--- src/rtl/mmio_seg7.sv ---
// MMIO 8-digit multiplexed seven-segment display with active-low anode/cathode pins.
// Optional SEG7_BRIGHTNESS_EN macro adds a BRIGHT register and PWM anode dimming.
module mmio_seg7 #(
  parameter int unsigned SCAN_DIV    = 100000,
  parameter int unsigned BLANK_CYC   = 16,
  parameter logic [31:0] RESET_VALUE = 32'h0000_0000
) (
  input  logic        sys_clk,
  input  logic        rst,
  input  logic        mmio_read,
  input  logic        mmio_write,
  input  logic [31:0] mmio_addr,
  input  logic [31:0] mmio_write_data,
  output logic        mmio_work,
  output logic        mmio_done,
  output logic [31:0] mmio_read_data,
  output logic [7:0]  seg_an,
  output logic [7:0]  seg_cat
);

  localparam int unsigned CW = (SCAN_DIV > 1) ? $clog2(SCAN_DIV) : 1;

  logic [CW-1:0] cnt;
  logic [2:0]    idx;
  logic [31:0]   data_r;
  logic [7:0]    enable_r;
  logic [7:0]    dp_r;
  logic [3:0]    word;
  logic [31:0]   rd_mux;
  logic [3:0]    nib;
  logic [7:0]    an_next;
`ifdef SEG7_BRIGHTNESS_EN
  logic [3:0]    bright_r;
  logic [3:0]    pwm;
`endif

  logic unused_bits;
  assign unused_bits = &{1'b0, mmio_addr[1:0], mmio_write_data[31:8]};

  assign word      = mmio_addr[5:2];
  assign mmio_work = (mmio_addr[31:16] == 16'hFFFF) && (mmio_addr[15:6] == 10'b0000000110);

  function automatic logic [6:0] hex7(input logic [3:0] n);
    case (n)
      4'h0: hex7 = 7'h3F;  4'h1: hex7 = 7'h06;  4'h2: hex7 = 7'h5B;  4'h3: hex7 = 7'h4F;
      4'h4: hex7 = 7'h66;  4'h5: hex7 = 7'h6D;  4'h6: hex7 = 7'h7D;  4'h7: hex7 = 7'h07;
      4'h8: hex7 = 7'h7F;  4'h9: hex7 = 7'h6F;  4'hA: hex7 = 7'h77;  4'hB: hex7 = 7'h7C;
      4'hC: hex7 = 7'h39;  4'hD: hex7 = 7'h5E;  4'hE: hex7 = 7'h79;  default: hex7 = 7'h71;
    endcase
  endfunction

  always_comb begin
    rd_mux = '0;
    case (word)
      4'd0: rd_mux = data_r;
      4'd1: rd_mux = {24'b0, enable_r};
      4'd2: rd_mux = {24'b0, dp_r};
`ifdef SEG7_BRIGHTNESS_EN
      4'd3: rd_mux = {28'b0, bright_r};
`endif
      default: rd_mux = '0;
    endcase
  end

  // Bus handshake: a completed cycle always forces one idle cycle before the next.
  always_ff @(posedge sys_clk) begin
    if (rst) begin
      data_r         <= RESET_VALUE;
      enable_r       <= 8'hFF;
      dp_r           <= '0;
`ifdef SEG7_BRIGHTNESS_EN
      bright_r       <= 4'hF;
`endif
      mmio_done      <= 1'b0;
      mmio_read_data <= '0;
    end else if (mmio_done) begin
      mmio_done      <= 1'b0;
      mmio_read_data <= '0;
    end else if (mmio_work && mmio_write) begin
      mmio_done      <= 1'b1;
      mmio_read_data <= '0;
      case (word)
        4'd0: data_r   <= mmio_write_data;
        4'd1: enable_r <= mmio_write_data[7:0];
        4'd2: dp_r     <= mmio_write_data[7:0];
`ifdef SEG7_BRIGHTNESS_EN
        4'd3: bright_r <= mmio_write_data[3:0];
`endif
        default: ;
      endcase
    end else if (mmio_work && mmio_read) begin
      mmio_done      <= 1'b1;
      mmio_read_data <= rd_mux;
    end else begin
      mmio_done      <= 1'b0;
      mmio_read_data <= '0;
    end
  end

  always_comb begin
    nib     = data_r[{idx, 2'b00} +: 4];
    an_next = '1;
`ifdef SEG7_BRIGHTNESS_EN
    if ((cnt >= CW'(BLANK_CYC)) && enable_r[idx] && (pwm <= bright_r))
`else
    if ((cnt >= CW'(BLANK_CYC)) && enable_r[idx])
`endif
      an_next = ~(8'b1 << idx);
  end

  // Pins are registered from the current cnt/idx, so they trail the scan counter by one cycle.
  always_ff @(posedge sys_clk) begin
    if (rst) begin
      cnt     <= '0;
      idx     <= '0;
      seg_an  <= '1;
      seg_cat <= '1;
`ifdef SEG7_BRIGHTNESS_EN
      pwm     <= '0;
`endif
    end else begin
      if (cnt == CW'(SCAN_DIV - 1)) begin
        cnt <= '0;
        idx <= idx + 3'd1;
      end else begin
        cnt <= cnt + 1'b1;
      end
      seg_an  <= an_next;
      seg_cat <= {~dp_r[idx], ~hex7(nib)};
`ifdef SEG7_BRIGHTNESS_EN
      pwm     <= pwm + 4'd1;
`endif
    end
  end

endmodule

--- config.mk ---
export PLATFORM = sky130hd
export DESIGN_NAME = mmio_seg7
export DESIGN_NICKNAME = d
export VERILOG_FILES = /design/src/rtl/mmio_seg7.sv
export SDC_FILE = /design/constraint.sdc
export NUM_CORES = 1
export LEC_CHECK = 0
export CORE_MARGIN = 2
export CORE_UTILIZATION = 47
export CTS_BUF_LIST = sky130_fd_sc_hd__clkbuf_8
export CTS_CLUSTER_SIZE = 24
export DETAILED_ROUTE_END_ITERATION = 10
export PLACE_DENSITY_LB_ADDON = 0.25
export SLEW_MARGIN = 20
export SYNTH_ARGS = -nofsm -noshare
export SYNTH_HDL_FRONTEND = slang
export SYNTH_SLANG_ARGS = --single-unit
--- constraint.sdc ---
create_clock -name sys_clk -period 3.2 [get_ports sys_clk]
set_input_delay 0.32 -clock sys_clk [delete_from_list [all_inputs] [get_ports sys_clk]]
set_output_delay 0.32 -clock sys_clk [all_outputs]
set_load 0.01 [all_outputs]
==> metrics, run 1 <==
Critical Path Start Type=input port; Rel. slew slack=51.4%; first-pass GRT wire length=18,100 um; Die Wd=105 um; WS Path Type=input port to primary output; top_reg_cell synth=dfxtp_1; number of detailed-route iterations in the first pass=4; RSZ-0062 raised after global routing=no; ANT nets after route=0; Worst EP required=2.88 ns; DR iter-0 viols=186; Post-synth EDFFs=0; Setup crit end kind=primary output; # IOs=118; Core Util, Final=65.5%; CTS Buf Count=17; CP max stage delay=0.56 ns; complex-gate fraction of the synthesized area=3.73%; most frequent cells in the layout=dfxtp_1 (117), clkdlybuf4s50_1 (114), nor2_1 (102); syn nets=559; Crit-path slowest cell=or4b_4; cell mode on critical path=clkdlybuf4s50_1; largest family of logic cells by synthesized area=simple AND/OR/NAND/NOR gates; Die Span Y=105 um; final hold violations=0; Rows=37; Setup TNS=0 ns; Clock Latency Late Sink=0.43 ns; core area=10,100 um2; CTS Hold Bufs=0; cell area after synthesis=4830 um2; R2R setup slack=0.64 ns; Seq cells post-synth=117; Filler cells=806; synth warn=0; Final Max Slew Viols=0; adder-cell share of the synthesized area=3.63%; number of antenna violations at the first check in global routing=0; CTS root buf=clkbuf_8; vias in the first global route=3,807; final setup fails=0; Synth Area in Simple Gates=19.6%; Peak VDD IR=268 uV; Worst-path clk slew=0.07 ns; synth unique cells=47; Synth Area in XOR/XNOR=2.90%; hold_sp=mmio_done$_SDFF_PP0_; largest net degree at the start of global routing=72; Area Growth Syn to Fin=37.5%; period utilization=80.4%; Ant. Diodes=0; die area=11,100 um2; nets@finish=684; IO Port Bufs=115; HPWL Detailed=7900 um; DR vias=3,800; max_cap viols=0; Final GP Congestion=0.842; CP cell instances=clkdlybuf4s50_1 -> or4b_4 -> nor3_4 -> and2_1 -> clkdlybuf4s50_1; Critical Path AT=2.25 ns; Async S/R FF share, synth=0%; Crit path max-delay family=simple AND/OR/NAND/NOR gates; Starting Density=47.6%; total congestion overflow=0; Hold WC Path Type=flop to flop; Cells after Synth=477; proportion of layout cells with a drive suffix above 1=11.2%; Post-CTS Resized=0; DR WL/cell=14.6 um; RR Startpoint=idx[0]$_SDFFE_PP0N_; Worst-Margin Slew=0.729 ns; power density over the cells=482 nW/um2; CTS sink count=117; Setup Skew=0.0143 ns; Pleak=2.83 nW; synthesized area per cell=10.1 um2; status=finished, final reports clean; post-CTS setup buffers=0; Residual DRC=0; commonest non-fill, non-tap cell in the layout=dfxtp_1; max frequency=389 MHz; Max clock buf depth=2; CP Max Fanout=4; min Tclk post-route=2.57 ns; post-synthesis sequential area ratio=48.5%; CTS tree=built; Detailed Route WL=11,000 um; post-synthesis mux area share=18.9%; Vias per Instance=5.06; GRT Overall Usage=20.6%; H-Tree Depth=4; WP buf/inv=2; critical path startpoint=mmio_addr[13]
[cell type report]
type	instances	area, um2	share of cell area, %
clock inverter	12	200	3.01
multi-input combinational	326	2360	35.6
inverter	11	41.3	0.621
tap	136	170	2.56
clock buffer	20	275	4.14
sequential	117	2340	35.3
timing repair buffer	129	1250	18.8
[state kept, by name (all words and copies together) (netlist names)]
name / cells
enable_r: 8
idx: 3
cnt: 17
seg_an: 8
seg_cat: 8
mmio_read_data: 32
data_r: 32
mmio_done: 1
dp_r: 8
[stage by stage]
stage                     hold WS [ns]  cells  area, um2  power (mW)  setup WS, ns
after floorplan                  0.441    477       4830        1.55         0.449
after global placement           0.448    719       6170        1.66         0.626
after detailed placement         0.460    719       6170        1.66         0.600
after CTS                        0.469    751       6640        3.23         0.594
after global routing             0.485    751       6640        3.32         0.476
final                            0.474    751       6640        3.21         0.628
[where the power goes]
group          switching (mW)  leakage (nW)  internal (mW)
clock                   0.591         0.231          0.989
combinational          0.0608          1.66         0.0961
sequential            0.00496         0.946           1.46
total                   0.657          2.83           2.55
[synthesized netlist by cell type (all sizes together), types with 2 or more instances]
library cell	count	share of area, %
dfxtp	117	48
nor2	102	7.9
mux2i	63	13
and2	25	3.2
nand2	24	1.9
clkbuf	15	1.2
ha	14	3.6
mux4	12	5.6
inv	11	0.85
a21oi	9	0.93
xor2	9	1.6
buf	8	0.73
nand4	7	0.91
nor4	7	1.3
xnor2	7	1.3
nand3	6	0.73
nor3	6	0.85
nor2b	4	0.52
a211o	3	0.54
or4b	3	0.70
a211oi	2	0.31
a21o	2	0.31
a221o	2	0.41
a31oi	2	0.26
and3	2	0.26
nand4b	2	0.36
or2	2	0.26
[per-layer routing]
layer / GRT usage, % / vias up / part of all wire [%]
li1: - / 1876 / -
met1: 24.4 / 1768 / 43
met2: 34.4 / 141 / 47
met3: 7.73 / 15 / 8.7
met4: 6.86 / 0 / 1.4
met5: 0 / - / 0
[cells by family after synthesis]
group | count (synthesis)
and+or+nand+nor | 194
DFF | 117
muxes | 76
buffers and inverters | 34
AOI/OAI and AO/OA | 26
xor gates and xnor gates | 16
adders and majority gates | 14
[final timing paths]
path / cells after the start / end
worst max-delay path: 5 / mmio_work
worst min-delay path: 1 / mmio_done$_SDFF_PP0_
worst max register to register: 9 / seg_cat[3]$_SDFF_PP1_
worst min register to register: 1 / mmio_done$_SDFF_PP0_
(Power assumes the default switching activity.)
==> run 2, diff against run 1 <==
--- a/config.mk
+++ b/config.mk
@@ -6,7 +6,7 @@
 export NUM_CORES = 1
 export LEC_CHECK = 0
 export CORE_MARGIN = 2
-export CORE_UTILIZATION = 47
+export CORE_UTILIZATION = 46
 export CTS_BUF_LIST = sky130_fd_sc_hd__clkbuf_8
 export CTS_CLUSTER_SIZE = 24
 export DETAILED_ROUTE_END_ITERATION = 10
==> constraint.sdc (replaced) <==
create_clock -name sys_clk -period 2.23 [get_ports sys_clk]
set_input_delay 0.223 -clock sys_clk [delete_from_list [all_inputs] [get_ports sys_clk]]
set_output_delay 0.223 -clock sys_clk [all_outputs]
set_load 0.01 [all_outputs]
==> run 2 against run 1 <==
  * Die area rose by 2.1%
  * Global-route usage rose by 0.19 points
  * Clock-buffer cell count fell by 3
  * Clock power rose by 21%
  * Critical path depth rose by 1
==> metrics, run 2 (synthesis gave the netlist of run 1 again) <==
vias in the first global route=3,784 (-0.60%); Setup crit end kind=flop; total congestion overflow=0 (unchanged); DR WL/cell=14.9 um (+1.7%); worst reg2reg endpoint=seg_cat[4]$_SDFF_PP1_; final hold violations=0 (unchanged); dpl cells=722 (+0.42%); nets@finish=692 (+1.2%); ANT nets after route=0 (unchanged); R2R setup slack=0.08 ns (-0.56 ns); CTS sink count=117 (unchanged); Critical Path AT=2.48 ns (+0.23 ns); Final GP Congestion=0.834 (-0.94%); Worst EP required=2.55 ns (-0.33 ns); Critical Path Start Type=flop; period utilization=96.6%; worst hold stages=3 (+2); Final Max Slew Viols=0 (unchanged); DR vias=3,801 (+0.026%); Worst-Margin Slew=0.752 ns (+0.0226 ns); CP max stage delay=0.53 ns (-0.03 ns); max_cap viols=0 (unchanged); status=finished, final reports clean; WS Path Type=flop to flop; Residual DRC=0 (unchanged); Ant. Diodes=0 (unchanged); CTS Hold Bufs=0 (unchanged); first-pass GRT wire length=18,300 um (+1.4%); Min-Delay Endpoint=data_r[21]$_SDFFE_PP0P_; Max clock buf depth=2 (unchanged); Detailed Route WL=11,300 um (+2.8%); R2R depth=6 (-3); Clock Latency Late Sink=0.44 ns (about the same); die area=11,300 um2 (+2.1%); HPWL Detailed=8000 um (+1.2%); # IOs=118 (unchanged); Filler cells=825 (+2.4%); final hold slack=0.379 ns (-0.0942 ns); Crit-path slowest cell=mux4_2; CTS Buf Count=17 (unchanged); CP cell instances=mux4_2 -> mux2_4 -> inv_1 -> ha_1 -> mux2i_1 -> a221o_1; IO Port Bufs=115 (unchanged); CP Max Fanout=7 (+3); min Tclk post-route=2.15 ns; core area=10,300 um2 (+1.4%); CTS root buf=clkbuf_8; Setup TNS=0 ns (unchanged); proportion of layout cells with a drive suffix above 1=13.6% (+2.4 points); Non-Filler Instances=759 (+1.1%); hold_sp=mmio_write_data[21]; Rows=37 (unchanged); Pleak=2.85 nW (+0.44%); power density over the cells=634 nW/um2 (+31%); Core Util, Final=65.1% (-0.42 points); number of antenna violations at the first check in global routing=0 (unchanged); RSZ-0062 raised after global routing=yes; number of detailed-route iterations in the first pass=4 (unchanged); Rel. slew slack=49.9% (-1.5 points); Starting Density=47.0% (-0.64 points); Crit path max-delay family=multiplexers; Die Wd=106 um (+1.0%); Setup Skew=0.0125 ns (-0.00187 ns); Largest regs=data_r x32, mmio_read_data x32, cnt x17; H-Tree Depth=4 (unchanged); Worst-path clk slew=0.08 ns (about the same); Peak VDD IR=337 uV (+26%); DR iter-0 viols=129 (-31%); commonest non-fill, non-tap cell in the layout=dfxtp_1; Area Growth Syn to Fin=38.5%; CTS tree=built; max frequency=464 MHz; Hold WC Path Type=input port to flop; GRT Overall Usage=20.8% (+0.19 points); largest net degree at the start of global routing=72 (unchanged); final setup fails=0 (unchanged); Die Span Y=106 um (+1.0%); Vias per Instance=5.01 (-1.0%); RR Startpoint=idx[0]$_SDFFE_PP0N_; most frequent cells in the layout=dfxtp_1 (116), clkdlybuf4s50_1 (113), nor2_1 (102); WP buf/inv=1 (-1)
[run 2: cell types whose count changed in the layout (fill, tap and decap cells not counted), sizes merged]
cell,delta
dlygate4sd2,+1
buf,+8
clkdlybuf4s50,-1
inv,+2
clkinvlp,+1
clkinv,+3
bufinv,-3
clkbuf,-3
[run 2: layout make-up]
| cell class | count | area [um2] | area share (%) |
|---|---|---|---|
| timing repair buffer | 137 | 1350 | 20.2 |
| clock buffer | 17 | 234 | 3.50 |
| inverter | 11 | 41.3 | 0.617 |
| clock inverter | 15 | 158 | 2.36 |
| tap | 136 | 170 | 2.54 |
| sequential | 117 | 2350 | 35.1 |
| multi-input combinational | 326 | 2390 | 35.7 |
[run 2: timing repair]
action,CTS,global route
gates resized for setup,3,5
setup endpoints to repair,5,5
setup buffers,1,4
pin swaps,1,0
[run 2: power by group]
part / total, mW / switching [mW] / internal, mW
Clock: 1.91 / 0.912 / 0.995
Sequential: 2.11 / 0.00769 / 2.10
Combinational: 0.228 / 0.0891 / 0.139
Total: 4.24 / 1.01 / 3.23
[run 2: worst max-delay path by stage]
stage	from	endpoint	slack (ns)	cells after the start
floorplan	idx[0]$_SDFFE_PP0N_	seg_cat[3]$_SDFF_PP1_	0.002	10
global placement	mmio_addr[13]	data_r[20]$_SDFFE_PP0P_	-0.15	8
detailed placement	mmio_addr[13]	data_r[13]$_SDFFE_PP0P_	-0.18	8
CTS	idx[0]$_SDFFE_PP0N_	seg_cat[3]$_SDFF_PP1_	0.01	7
global route	idx[0]$_SDFFE_PP0N_	seg_cat[3]$_SDFF_PP1_	-0.0009	7
finish	idx[0]$_SDFFE_PP0N_	seg_cat[4]$_SDFF_PP1_	0.08	6
[run 2: per-layer routing]
metal	GRT usage (%)	up-vias	part of all wire, %
met4	8.35	0	1.4
met3	5.82	16	6.6
met5	0	-	0
met2	34.9	112	48
met1	25.2	1776	44
li1	-	1897	-
[run 2: worst reg2reg max path, cell delays in order (launching register included)]
cell     delay, ns
dfxtp_4       0.42
mux4_2        0.53
mux2_4        0.32
inv_1         0.16
ha_1          0.18
mux2i_1       0.08
a221o_1       0.35
[run 2: stage by stage]
| step | area [um2] | power [mW] | setup slack [ns] |
|---|---|---|---|
| 5_1_grt | 6690 | 4.39 | -0.000925 |
| 4_1_cts | 6650 | 4.28 | 0.0114 |
| 6_report | 6690 | 4.24 | 0.0753 |
| 3_3_place_gp | 6240 | 2.38 | -0.152 |
| 3_5_place_dp | 6240 | 2.38 | -0.180 |
| 2_1_floorplan | 4870 | 2.23 | 0.00229 |
==> patch, RTL diff (settings of run 1) <==
Make the reset (`rst`) asynchronous in 2 clocked blocks.
--- a/src/rtl/mmio_seg7.sv
+++ b/src/rtl/mmio_seg7.sv
@@ -65,3 +65,3 @@
   // Bus handshake: a completed cycle always forces one idle cycle before the next.
-  always_ff @(posedge sys_clk) begin
+  always_ff @(posedge sys_clk or posedge rst) begin
     if (rst) begin
@@ -111,3 +111,3 @@
   // Pins are registered from the current cnt/idx, so they trail the scan counter by one cycle.
-  always_ff @(posedge sys_clk) begin
+  always_ff @(posedge sys_clk or posedge rst) begin
     if (rst) begin
Formal check against the unedited RTL: differs if rst is asserted again (counterexample within 4 cycles, from zero or initial values and one cycle with rst high); with rst held inactive, the same outputs for 4 cycles.
==> patch against run 1 <==
  * Clock skew is 0.0053 ns lower
  * Worst setup slack worse by 0.053 ns
  * Sequential cell count stayed put
  * Area after synthesis is 11% higher
  * Final area is 8.0% higher
  * Power is 2.5% lower
  * Combinational power is 12% lower
  * Register-to-register slack worse by 0.06 ns
  * Non-clock buffer count is 5 lower
  * Die area is 11% higher
  * Final cell count is 9.1% lower
  * Wire length is 0.19% higher
  * Critical path type is now flop to flop
  * Critical endpoint is now seg_cat[4]$_DFF_PP1_
  * Largest cell class is now sequential cells
  * Largest power group unchanged
==> patch: results (changes against run 1) <==
leakage power of the design=3.226 nW (was 2.833 nW); status=finished, final reports clean (unchanged); weighted congestion reported at the end of routability-driven placement=0.7923 (was 0.8415); tightest slew margin relative to the limit=50.35% (was 51.39%); top cells by instance count after synthesis=sky130_fd_sc_hd__dfrtp_1, sky130_fd_sc_hd__mux2_4, sky130_fd_sc_hd__nor2_1 (was sky130_fd_sc_hd__dfxtp_1, sky130_fd_sc_hd__nor2_1, sky130_fd_sc_hd__mux2i_1); CP startpoint=idx[0]$_DFFE_PP0N_ (was mmio_addr[13]); largest cells by area after synthesis=sky130_fd_sc_hd__dfrtp_1, sky130_fd_sc_hd__dfstp_2, sky130_fd_sc_hd__mux2_4 (was sky130_fd_sc_hd__dfxtp_1, sky130_fd_sc_hd__mux2i_1, sky130_fd_sc_hd__nor2_1); Worst setup endpoint=seg_cat[4]$_DFF_PP1_ (was mmio_work); asr flop ratio synth=100.0% (was 0%); slowest cell on the critical path=sky130_fd_sc_hd__mux4_2 (was sky130_fd_sc_hd__or4b_4); first-pass GRT wire length=18330 µm (was 18070 µm); Crit Path Max Fanout=8 (was 4); fraction of final layout cells with drive strength greater than 1=24.44% (was 11.22%); dominant register cell in the synthesized netlist=sky130_fd_sc_hd__dfrtp_1 (was sky130_fd_sc_hd__dfxtp_1); worst reg-to-reg path cell count=7 (was 9); length of routed wiring on met1=4775 µm (was 4697 µm); share of synthesized area occupied by flip-flops and latches=54.96% (was 48.48%); max frequency=0.3810 GHz (was 0.3888 GHz); detail-routed via count per cell=5.196 (was 5.060); reg2reg start=idx[0]$_DFFE_PP0N_ (was idx[0]$_SDFFE_PP0N_); GRT met3 Usage=6.780% (was 7.730%); Worst IR Drop VDD=0.2969 mV (was 0.2681 mV); global-route track usage on met1=24.18% (was 24.42%); complex-gate fraction of the synthesized area=2.209% (was 3.730%); share of cell area taken by muxes after synthesis=21.27% (was 18.88%); internal power contribution=2.471 mW (was 2.548 mW); Arr. time, crit path=2.99 ns (was 2.25 ns); Worst Clk Skew=0.009083 ns (was 0.01434 ns); count of nets after finishing=609 (was 684); net count after synthesis=482 (was 559); cell family contributing the most delay on the critical path=multiplexers (was simple AND/OR/NAND/NOR gates); hold crit path type=input pin to asynchronous set/reset pin (was flop to flop)
## patch: cell types whose count changed after synthesis, moves of 4 or more
cell                       before  now
sky130_fd_sc_hd__dfxtp_1      117    0
sky130_fd_sc_hd__dfrtp_1        0   93
sky130_fd_sc_hd__nor2_1       102   29
sky130_fd_sc_hd__mux2i_1       63   21
sky130_fd_sc_hd__mux2_4         0   30
sky130_fd_sc_hd__dfstp_2        0   24
sky130_fd_sc_hd__mux2_2         1   19
sky130_fd_sc_hd__nand3_1        5   13
sky130_fd_sc_hd__clkbuf_1      14    7
sky130_fd_sc_hd__nand2_1       24   18
sky130_fd_sc_hd__buf_6          0    4
sky130_fd_sc_hd__xor2_1         9    5
## patch: power by group through the flow
| stage | sequential [mW] | combinational, mW | clock (mW) |
|---|---|---|---|
| 2_1_floorplan | 1.51 | 0.0388 | 0 |
| 3_3_place_gp | 1.51 | 0.138 | 0 |
| 3_5_place_dp | 1.51 | 0.141 | 0 |
| 4_1_cts | 1.48 | 0.141 | 1.54 |
| 5_1_grt | 1.48 | 0.152 | 1.61 |
| 6_report | 1.48 | 0.138 | 1.51 |
## patch: cell type report
type / count / share of cell area [%]
inverter: 10 / 0.5755
clock buffer: 20 / 3.837
tap: 143 / 2.494
sequential: 117 / 41.23
clock inverter: 12 / 2.459
multi-input combinational: 257 / 32.07
timing repair buffer: 124 / 17.34
## patch: stage by stage
step	hold WS, ns	total power [mW]	util (%)	cell area [µm²]	instances
finish	0.1837	3.126	63.65	7174	683
global route	0.1999	3.241	63.65	7174	683
CTS	0.1751	3.162	63.65	7174	683
detailed placement	0.4849	1.648	59.64	6723	651
global placement	0.4847	1.645	59.64	6723	651
floorplan	0.4516	1.546	-	5385	400
